### src/rtl/regfile_sb_if.sv
// rtl/regfile_sb_if.sv - writeback, issue and read-port bundle for regfile_sb
interface regfile_sb_if #(
  parameter int XLEN  = 32,
  parameter int NREGS = 32,
  parameter int NREAD = 2
);
  localparam int AW = $clog2(NREGS);

  logic                    i_we;
  logic [AW-1:0]           i_dest_addr;
  logic [XLEN-1:0]         i_data;
  logic                    i_issue_valid;
  logic [AW-1:0]           i_issue_addr;
  logic [NREAD*AW-1:0]     i_rd_addr;
  logic [NREAD*XLEN-1:0]   o_rd_data;
  logic [NREAD-1:0]        o_rd_busy;
  logic                    o_ready;

  modport master (
    output i_we, i_dest_addr, i_data, i_issue_valid, i_issue_addr, i_rd_addr,
    input  o_rd_data, o_rd_busy, o_ready
  );

  modport slave (
    input  i_we, i_dest_addr, i_data, i_issue_valid, i_issue_addr, i_rd_addr,
    output o_rd_data, o_rd_busy, o_ready
  );
endinterface

### src/rtl/regfile_sb.sv
// rtl/regfile_sb.sv - multi-port register file with bypass, scoreboard and reset sweep
module regfile_sb #(
  parameter int XLEN  = 32,
  parameter int NREGS = 32,
  parameter int NREAD = 2
) (
  input  logic          clk,
  input  logic          rst,
  regfile_sb_if.slave   bus
);
  localparam int AW = $clog2(NREGS);

  typedef enum logic [0:0] {ST_INIT, ST_RUN} state_t;

  state_t              r_state;
  state_t              w_state_nxt;
  logic [AW-1:0]       r_cnt;
  logic [XLEN-1:0]     r_regs [NREGS];
  logic [NREGS-1:0]    r_pending;
  logic                w_run;
  logic                w_wr_en;
  logic                w_iss_en;
  logic [NREAD*XLEN-1:0] w_rd_data;
  logic [NREAD-1:0]      w_rd_busy;

  assign w_run    = (r_state == ST_RUN);
  assign w_wr_en  = w_run && bus.i_we && (bus.i_dest_addr != '0);
  assign w_iss_en = w_run && bus.i_issue_valid && (bus.i_issue_addr != '0);

  // State register; reset always restarts the clearing sweep
  always_ff @(posedge clk) begin
    if (rst) r_state <= ST_INIT;
    else     r_state <= w_state_nxt;
  end

  // Leave INIT once the last index has been cleared
  always_comb begin
    w_state_nxt = r_state;
    if (r_state == ST_INIT && r_cnt == AW'(NREGS - 1)) w_state_nxt = ST_RUN;
  end

  // Sweep counter walks every index once while in INIT
  always_ff @(posedge clk) begin
    if (rst)                   r_cnt <= '0;
    else if (r_state == ST_INIT) r_cnt <= r_cnt + AW'(1);
  end

  // Register array has no reset so it can map to RAM; the sweep zeroes it
  always_ff @(posedge clk) begin
    if (!rst) begin
      if (r_state == ST_INIT) r_regs[r_cnt] <= '0;
      else if (w_wr_en)       r_regs[bus.i_dest_addr] <= bus.i_data;
    end
  end

  // Scoreboard: writeback clears, issue sets, and issue wins on a collision
  always_ff @(posedge clk) begin
    if (rst) begin
      r_pending <= '0;
    end else if (r_state == ST_INIT) begin
      r_pending[r_cnt] <= 1'b0;
    end else begin
      if (w_wr_en)  r_pending[bus.i_dest_addr]  <= 1'b0;
      if (w_iss_en) r_pending[bus.i_issue_addr] <= 1'b1;
    end
  end

  // Read ports with writeback bypass; x0 and INIT always read zero, not busy
  always_comb begin
    w_rd_data = '0;
    w_rd_busy = '0;
    for (int k = 0; k < NREAD; k++) begin
      if (w_run && bus.i_rd_addr[k*AW +: AW] != '0) begin
        if (bus.i_we && bus.i_dest_addr == bus.i_rd_addr[k*AW +: AW]) begin
          w_rd_data[k*XLEN +: XLEN] = bus.i_data;
          w_rd_busy[k]              = 1'b0;
        end else begin
          w_rd_data[k*XLEN +: XLEN] = r_regs[bus.i_rd_addr[k*AW +: AW]];
          w_rd_busy[k]              = r_pending[bus.i_rd_addr[k*AW +: AW]];
        end
      end
    end
  end

  assign bus.o_rd_data = w_rd_data;
  assign bus.o_rd_busy = w_rd_busy;
  assign bus.o_ready   = w_run;
endmodule

### src/flat_wrapper.sv
// flat-port wrapper written by rule: the top's interface ports become plain ports
module regfile_sb_flat 
#(
  parameter int XLEN  = 32,
  parameter int NREGS = 32,
  parameter int NREAD = 2
)
  (clk, rst, bus_i_we, bus_i_dest_addr, bus_i_data, bus_i_issue_valid, bus_i_issue_addr, bus_i_rd_addr, bus_o_rd_data, bus_o_rd_busy, bus_o_ready);
  regfile_sb_if #(.XLEN(XLEN), .NREGS(NREGS), .NREAD(NREAD)) bus_i ();
  input  logic clk;
  input  logic rst;
  input wire logic [$bits(bus_i.i_we)-1:0] bus_i_we;
  input wire logic [$bits(bus_i.i_dest_addr)-1:0] bus_i_dest_addr;
  input wire logic [$bits(bus_i.i_data)-1:0] bus_i_data;
  input wire logic [$bits(bus_i.i_issue_valid)-1:0] bus_i_issue_valid;
  input wire logic [$bits(bus_i.i_issue_addr)-1:0] bus_i_issue_addr;
  input wire logic [$bits(bus_i.i_rd_addr)-1:0] bus_i_rd_addr;
  output wire logic [$bits(bus_i.o_rd_data)-1:0] bus_o_rd_data;
  output wire logic [$bits(bus_i.o_rd_busy)-1:0] bus_o_rd_busy;
  output wire logic [$bits(bus_i.o_ready)-1:0] bus_o_ready;
  assign bus_i.i_we = bus_i_we;
  assign bus_i.i_dest_addr = bus_i_dest_addr;
  assign bus_i.i_data = bus_i_data;
  assign bus_i.i_issue_valid = bus_i_issue_valid;
  assign bus_i.i_issue_addr = bus_i_issue_addr;
  assign bus_i.i_rd_addr = bus_i_rd_addr;
  assign bus_o_rd_data = bus_i.o_rd_data;
  assign bus_o_rd_busy = bus_i.o_rd_busy;
  assign bus_o_ready = bus_i.o_ready;
  regfile_sb #(.XLEN(XLEN), .NREGS(NREGS), .NREAD(NREAD)) u_core (.clk(clk), .rst(rst), .bus(bus_i));
endmodule
### config.mk
export PLATFORM = sky130hd
export DESIGN_NAME = regfile_sb_flat
export DESIGN_NICKNAME = d
export VERILOG_FILES = /design/src/rtl/regfile_sb_if.sv /design/src/rtl/regfile_sb.sv /design/src/flat_wrapper.sv
export SDC_FILE = /design/constraint.sdc
export NUM_CORES = 1
export LEC_CHECK = 0
export CAP_MARGIN = 20
export CORE_MARGIN = 2
export CORE_UTILIZATION = 40
export DETAILED_ROUTE_END_ITERATION = 8
export GPL_TIMING_DRIVEN = 0
export PLACE_DENSITY = 0.54
export REMOVE_ABC_BUFFERS = 1
export SLEW_MARGIN = 10
export SYNTH_ARGS = -nofsm -noshare
export SYNTH_HDL_FRONTEND = slang
export SYNTH_SLANG_ARGS = --single-unit
### constraint.sdc
create_clock -name clk -period 3.33 [get_ports clk]
set_input_delay 0.333 -clock clk [delete_from_list [all_inputs] [get_ports clk]]
set_output_delay 0.333 -clock clk [all_outputs]
set_load 0.05 [all_outputs]
## Word-level counts from Yosys, hierarchy flattened

Memories as Yosys holds them, arrays and structs flattened.
Index checks and enable logic that the tools add are counted.
W data, S select, Z words.

- Add/subtract/negate cells: 1
- Order comparisons: 8
- Eq/ne operators: 3
- Multiplexer cells: 33
- Bitwise logic cells: 6
- Reduce and logical (&&, ||, !) cells: 17

Operator list:

| kind | number |
|---|---|
| $mux W32 | 10 |
| $and A32 B32 Y32 | 2 |
| $not A32 Y32 | 2 |
| $or A32 B32 Y32 | 1 |
| $reduce_or A32 Y1 | 1 |
| $lt A5 B6 Y1 const B | 5 |
| $reduce_bool A5 Y1 | 4 |
| $mux W1 | 17 |
| $demux W1 S5 | 3 |
| $ge A5 B1 Y1 const B | 3 |
| $logic_and A1 B1 Y1 | 12 |
| $bmux W1 S5 | 2 |
| $eq A5 B5 Y1 | 2 |
| $add A5 B1 Y5 const B | 1 |
| $eq A5 B5 Y1 const B | 1 |
| $mux W5 | 1 |
| $not A1 Y1 | 1 |

- Register bits after elaboration: 38
- RAM bits: 1024
- Input port bits: 56
- Output and inout port bits: 67
- Memories: 1

Memory list:

| memory | depth | bits a word | rd ports | clocked after memory_dff | wr ports | RTL line | source |
|---|---|---|---|---|---|---|---|
| u_core.r_regs | 32 | 32 | 2 | 0 | 1 | regfile_sb.sv:18 | `logic [XLEN-1:0] r_regs [NREGS];` |

## Longest topological paths before layout

Gate-level depths: netlist (run 1).

- Depth in word-level cells: 12
- Mapped depth: 9

## Worst setup path after synthesis (run 1)

No wires, ideal clock.

- Path kind: in2reg
- Start point: input bus_i_dest_addr[2]
- End point: memory u_core.r_regs[11][0] (enable)
- Arrival time: 3.072 ns
- Data required time: 2.909 ns
- Path slack: -0.163 ns
- Cell stages on the path: 8
- Buffers on the path: 3
- Path through: buf_2 -> or4_1 -> o21a_1 -> buf_6 -> buf_2 -> nor3_1 -> a31oi_1 -> nor2_1

- Word-level cells in the longest chain between the ends: 8

Ends and longest elaborated chain:

| item | RTL line | source |
|---|---|---|
| start: declaration | flat_wrapper.sv:13 | `input wire logic [$bits(bus_i.i_dest_addr)-1:0] bus_i_dest_addr;` |
| $reduce_bool A5 Y1 | regfile_sb.sv:27 | `assign w_wr_en = w_run && bus.i_we && (bus.i_dest_addr != '0);` |
| $logic_and A1 B1 Y1 | regfile_sb.sv:27 |  |
| $mux W1 | regfile_sb.sv:52 | `else if (w_wr_en) r_regs[bus.i_dest_addr] <= bus.i_data;` |
| $mux W1 | regfile_sb.sv:51 | `if (r_state == ST_INIT) r_regs[r_cnt] <= '0;` |
| $mux W1 | regfile_sb.sv:50 | `if (!rst) begin` |
| $mux W1 (implied by the code) | regfile_sb.sv:52 |  |
| $reduce_or A32 Y1 (no source line) | -- |  |
| $mux W5 (no source line) / $mux W1 (equally long branches) | -- |  |
| end: declaration | regfile_sb.sv:18 |  |

Parallel ways exist; a longest one is shown, timed or not.

## Final worst setup path (run 1)

- Start point: register u_core.r_state, in the netlist u_core.bus.o_ready
- End point: output bus_o_rd_data[9]

- Word-level cells in the longest chain between the ends: 2

Ends and longest elaborated chain:

| item | RTL line | source |
|---|---|---|
| start: declaration | regfile_sb.sv:15 | `state_t r_state;` |
| start signal: assignment | regfile_sb.sv:33 | `else r_state <= w_state_nxt;` |
| $logic_and A1 B1 Y1 | regfile_sb.sv:73 | `if (w_run && bus.i_rd_addr[k*AW +: AW] != '0) begin` |
| $mux W32 | regfile_sb.sv:73 |  |
| end: declaration | flat_wrapper.sv:18 | `output wire logic [$bits(bus_i.o_rd_data)-1:0] bus_o_rd_data;` |

No other way between the ends.

==> impl_metrics.ini, run 1 <==
[synth]
yosys_most_used_dff = edfxtp_1
synth-edff-count = 1024
synthSimpleGateAreaFrac_pct = 3.55
synth_cell_types = 58
synth_compound_area_share_pct = 4.77
syn_inst = 2745
synth_area_um2 = 50600
yosysSeqAreaShare_pct = 62.3
netlist.top_cell.by_area = edfxtp_1
synthArstFlopShare_pct = 0
synthXorXnorAreaFrac_pct = 0.225
yosysTopAreaCellShare_pct = 60.8
syn_area_per_cell_um2 = 18.4
ys_ff_latch = 1062
synthMuxAreaShare_pct = 26.8
synth-warning-count = 0
synth_top_family_by_area = multiplexers
synthAdderAreaFrac_pct = 0.124
synthTopCellsByArea = edfxtp_1 61%, mux4_2 24%, mux2i_1 3.0%

[placement]
dp.cells = 4409
placed_area_um2 = 55700
portBuffers = 122
dp.final_hpwl_um = 106000
gp_congestion = 0.844

[timing]
fin_worst_skew_ns = 0.0204
slew_violations = 0
rsz0062_at_grt = true
setup_ws_ns = -0.000691
period_share_pct = 100
tightest_slew_ns = 1.05
setup_viol_count_final = 1
max_slew_margin_pct = 30.3
layout_min_cycle_time_ns = 3.33
hold_slack_ns = 0.245
hold_violations = 0
fmax_mhz = 300

[global_routing]
grt_pass1_wl_um = 248000
grt_start_max_net_pins = 74
grt_usage_pct = 27.2
gr-total-overflow = 0
grt_pass1_vias = 32300
antenna_found_initial = 3

[outcome]
violations = negative setup slack
status = finished, violations left

[clock_tree]
clock-sinks = 1062
cts-root-buf = clkbuf_16
hold_buffers = 0
cts_max_level = 3
clk_path_buf_depth = 3
cts_tree = built
path_clk_slew_ns = 0.06
clk_latency_ns = 0.71
cts_buffers = 113

[setup_path]
start_kind = flop
crit_type = reg2out
cp.required_ns = 3.00
arrival_ns = 3.00
crit_path_end_kind = primary output
crit_fanout = 28

[routing]
wl_met2_um = 82700
wl_met1_um = 71800
wl_um = 179000
ant_nets = 0
drtIter0Drc = 4046
firstDrtPassIters = 6
vias = 31700
post_drt_wl_per_cell_um = 37.8
drc = 0
viasPerCell = 6.70
routed-wl-met3_um = 16700
top_layer = met5

[floorplanning]
fp-row-count = 130
start_util_pct = 40.3
dieArea_um2 = 129000
die_h_um = 360
chipWidth_um = 360
design.portCount = 123
core_um2 = 126000

[power_and_ir_drop]
ir_worst_vdd_mv = 0.426
cellLeakagePower_nw = 18.1
power.density_nw_per_um2 = 486

[min_path]
hold_class = in2reg

[final_layout]
final_common_cell = edfxtp_1
final_cell_mix = 1024 x edfxtp_1, 531 x mux4_2, 156 x nand2_1
fillers = 10300
final_cells = 4727
final_layout_size_suffix_gt1_share_pct = 34.4
finalInstanceArea_um2 = 61000
seq_area_um2 = 31500
area_growth_pct = 20.6
fin_nets = 3041
multi_input_area_um2 = 18400

[flow_run]
maxCapViolations = 0
==> worst paths after layout <==
path                                        start                              end  slack, ns  depth (start not counted)
setup / recovery  u_core.bus.o_ready$_SDFFE_PP0P_                 bus_o_rd_data[9]    -0.0007                          8
hold / removal                                rst     u_core.r_cnt[2]$_SDFFE_PP0N_       0.25                          2
setup reg to reg  u_core.bus.o_ready$_SDFFE_PP0P_  u_core.r_regs[13][18]$_DFFE_PP_       0.08                          9
hold reg to reg    u_core.r_pending[0]$_SDFF_PP0_   u_core.r_pending[0]$_SDFF_PP0_       0.47                          2
==> worst max-delay path, stage by stage, from the launching register on <==
cell and delay (ns):
dfxtp_4 0.50, buf_16 0.22, o31ai_4 0.11, o21bai_4 0.21, buf_12 0.18, buf_12 0.18, a21oi_1 0.20, a32o_1 0.33
buf_2 0.32
==> what timing repair did <==
| action | in CTS | in global routing |
|---|---|---|
| buffers inserted | 69 | 10 |
| endpoints found under the setup margin | 1090 | 368 |
| pin swaps | 38 | 4 |
| gates resized for setup | 228 | 46 |
| gates cloned | 21 | 4 |
==> cells in the mapped netlist, drive strengths merged, types with 4 or more instances <==
cell type / n
a32o: 44
mux2i: 154
ha: 5
nor3: 35
nor2b: 10
nand2: 160
a21oi: 126
a211oi: 5
a311oi: 4
dfxtp: 38
nand3: 39
xnor2: 6
o31ai: 4
xor2: 7
and2: 34
o22ai: 88
o21ai: 10
edfxtp: 1024
buf: 151
clkbuf: 72
nand4: 6
and3: 5
a22oi: 50
a31oi: 8
inv: 10
nor3b: 5
nand2b: 11
mux4: 531
nor2: 74
a221oi: 6
==> area by class of cell <==
type	instances	area share [%]
tap	1650	3.39
clock buffer	140	4.87
multi-input combinational	1454	30.2
timing repair buffer	339	8.60
inverter	10	0.0657
sequential	1062	51.7
clock inverter	70	1.24
antenna	2	0.00821
==> where the power goes <==
part | internal [mW] | total, mW | switching (mW)
registers | 14.5 | 14.6 | 0.0445
clock network | 7.48 | 12.9 | 5.42
logic | 0.948 | 2.14 | 1.20
==> logic make-up (layout without fill, tap and decap cells) <==
| kind of cell | after synthesis | in the layout |
|---|---|---|
| AOI/OAI and AO/OA | 356 | 357 |
| xor gates and xnor gates | 13 | 13 |
| adders and majority gates | 5 | 5 |
| buffers and inverters | 233 | 559 |
| DFF | 1062 | 1062 |
| muxes | 688 | 688 |
| other | 0 | 2 |
| and+or+nand+nor | 388 | 391 |
==> sequential cells by signal (all words and copies together) (netlist names) <==
name and cells:
u_core.bus.o_ready 1, u_core.r_cnt 5, u_core.r_pending 32, u_core.r_regs 1024
==> routing by layer <==
layer | vias to the layer above | global-route usage, %
li1 | 12200 | -
met1 | 17100 | 38.0
met2 | 1934 | 42.3
met3 | 404 | 5.25
met4 | 4 | 10.2
met5 | - | 0
==> stage by stage <==
step	power, mW	util, %	setup TNS (ns)	worst slack (ns)
finish	29.6	48.6	-0.000691	-0.000691
global placement	17.5	42.0	-	-21.24
detailed placement	16.8	44.4	-1733.53	-1.78
floorplan	15.7	-	-1699.79	-1.50
CTS	29.7	48.5	0	0.00237
global route	30.3	48.6	-0.0689	-0.0560
Power figures use the tool's default switching activity.
==> run 2, diff against run 1 <==
--- a/config.mk
+++ b/config.mk
@@ -7,10 +7,10 @@
 export LEC_CHECK = 0
 export CAP_MARGIN = 20
 export CORE_MARGIN = 2
-export CORE_UTILIZATION = 40
+export CORE_UTILIZATION = 25
 export DETAILED_ROUTE_END_ITERATION = 8
 export GPL_TIMING_DRIVEN = 0
-export PLACE_DENSITY = 0.54
+export PLACE_DENSITY = 0.36
 export REMOVE_ABC_BUFFERS = 1
 export SLEW_MARGIN = 10
 export SYNTH_ARGS = -nofsm -noshare
==> run 2 against run 1 <==
Compared with the run above:
- the run now ends clean
- largest power group unchanged
- clock power increased by 5%
- critical endpoint is now bus_o_rd_data[29]
- highest routed layer is now met4
- sequential share of layout area fell by 1.2 points
- hold slack worse by 0.044 ns
- total power up 2.0%
- global-route usage fell by 7.9 points
==> impl_metrics.ini, run 2 (synthesis results as in run 1) <==
[routing]
viasPerCell = 5.35
drtIter0Drc = 3336
vias = 30700
drc = 0
ant_nets = 0
post_drt_wl_per_cell_um = 35.0
firstDrtPassIters = 5
wl_um = 201000

[power_and_ir_drop]
p_int_mw = 23.1
cellLeakagePower_nw = 18.0
switchingPower_mw = 7.06
clkPwrFrac_pct = 44.6
ir_worst_vdd_mv = 0.513
switching_share_pct = 23.4
power.density_nw_per_um2 = 483
power_frac_seq_pct = 48.3
combPwrFrac_pct = 7.2

[setup_path]
max_stage_delay_ns = 0.36
start_kind = input pin
path_buf_inv = 6
path_cells = buf_8 -> buf_16 -> xnor2_1 -> nand4_1 -> nor3_4 -> buf_6 -> buf_6 -> buf_4 -> a32o_1 -> clkbuf_4
crit_path_end_kind = primary output
critPathSlowestCell = a32o_1
cp_common_cell = buf_6
path_delay_family = buffers and inverters
crit_type = in2out
arrival_ns = 2.97
cp_num_cells = 10
worst_r2r_path_depth = 9
cp.required_ns = 3.00
crit_fanout = 30

[timing]
max_slew_margin_pct = 30.0
setup_viol_count_final = 0
fin_worst_skew_ns = 0.0309
tightest_slew_ns = 1.05
fmax_mhz = 303
hold_violations = 0
layout_min_cycle_time_ns = 3.30
setup_ws_ns = 0.0319
period_share_pct = 99.0
rsz0062_at_grt = true
slew_violations = 0

[global_routing]
grt_pass1_wl_um = 273000
grt_start_max_net_pins = 74
grt_usage_pct = 19.2
grt_pass1_vias = 32200
antenna_found_initial = 7
gr-total-overflow = 0

[placement]
portBuffers = 122
dp.cells = 5455
pre_cts_slack_ns = -1.63
dp.final_hpwl_um = 127000
gp_congestion = 0.747

[floorplanning]
dieArea_um2 = 206000
start_util_pct = 25.1
chipWidth_um = 454
fp-row-count = 165
core_um2 = 202000
design.portCount = 123
die_h_um = 454

[clock_tree]
hold_buffers = 0
clock-sinks = 1062
path_clk_slew_ns = 0.06
clk_path_buf_depth = 3
cts-root-buf = clkbuf_16
clk_latency_ns = 0.76
cts_tree = built
cts_buffers = 120
cts_max_level = 3

[outcome]
status = finished clean

[final_layout]
final_common_cell = edfxtp_1
regMostFlops = u_core.r_regs
final_layout_size_suffix_gt1_share_pct = 34.6
final_cells = 5748
area_growth_pct = 23.5
fin_nets = 3031
reg.largest.list = u_core.r_regs x1024, u_core.r_pending x32, u_core.r_cnt x5
final_cell_mix = 1024 x edfxtp_1, 531 x mux4_2, 155 x nand2_1
largest_register_ffs = 1024

[min_path]
hold_class = in2reg
min_path_cells = 2

[flow_run]
maxCapViolations = 0
==> run 2: stage by stage <==
stage          util, %  power [mW]  hold WS, ns  instance area (um2)  TNS [ns]
2_1_floorplan        -        15.7        0.405                49500  -1699.79
3_3_place_gp      26.8        17.8        0.461                54000         -
3_5_place_dp      28.5        16.9        0.457                57500  -1272.62
4_1_cts           30.9        30.5        0.137                62300         0
5_1_grt           31.0        31.1        0.162                62400  -0.00788
6_report          31.0        30.2        0.201                62400         0
==> run 2: final timing paths <==
| kind | endpoint | start | slack [ns] |
|---|---|---|---|
| max | bus_o_rd_data[29] | bus_i_rd_addr[1] | 0.03 |
| min | u_core.r_cnt[3]$_SDFFE_PP0N_ | rst | 0.20 |
| max reg2reg | u_core.r_regs[14][13]$_DFFE_PP_ | u_core.bus.o_ready$_SDFFE_PP0P_ | 0.21 |
| min reg2reg | u_core.r_pending[0]$_SDFF_PP0_ | u_core.r_pending[0]$_SDFF_PP0_ | 0.46 |
==> run 2: cell type report <==
type                       count  area (um2)
fill                       19400      139000
multi-input combinational   1450       18300
clock buffer                 149        3130
antenna                        2        5.00
inverter                      10        50.0
clock inverter                77         795
timing repair buffer         326        5250
tap                         2672        3340
sequential                  1062       31500
==> run 2: layer usage <==
metal / up-vias / share of wire, % / routed length, um / GRT usage (%)
met3: 250 / 6.0 / 12200 / 3.44
met2: 1193 / 47 / 94400 / 30.7
met4: 0 / 2.6 / 5310 / 4.85
li1: 12200 / - / - / -
met1: 17100 / 44 / 89600 / 27.0
met5: - / 0 / 0 / 0
==> run 2: timing repair <==
action | 4_1_cts | 5_1_grt
cloned | 11 | 2
resized for setup | 291 | 14
endpoints found under the setup margin | 1017 | 60
pin swaps | 23 | 1
endpoints found under the hold margin | 0 | 0
buffers inserted | 43 | 4
==> run 2: power groups by stage <==
stage,clock (mW),sequential (mW),combinational [mW]
after floorplan,0,14.8,0.861
final,13.5,14.6,2.16
after global placement,0,14.9,2.91
after global routing,14.3,14.6,2.27
after detailed placement,0,14.8,2.04
after CTS,13.8,14.6,2.17
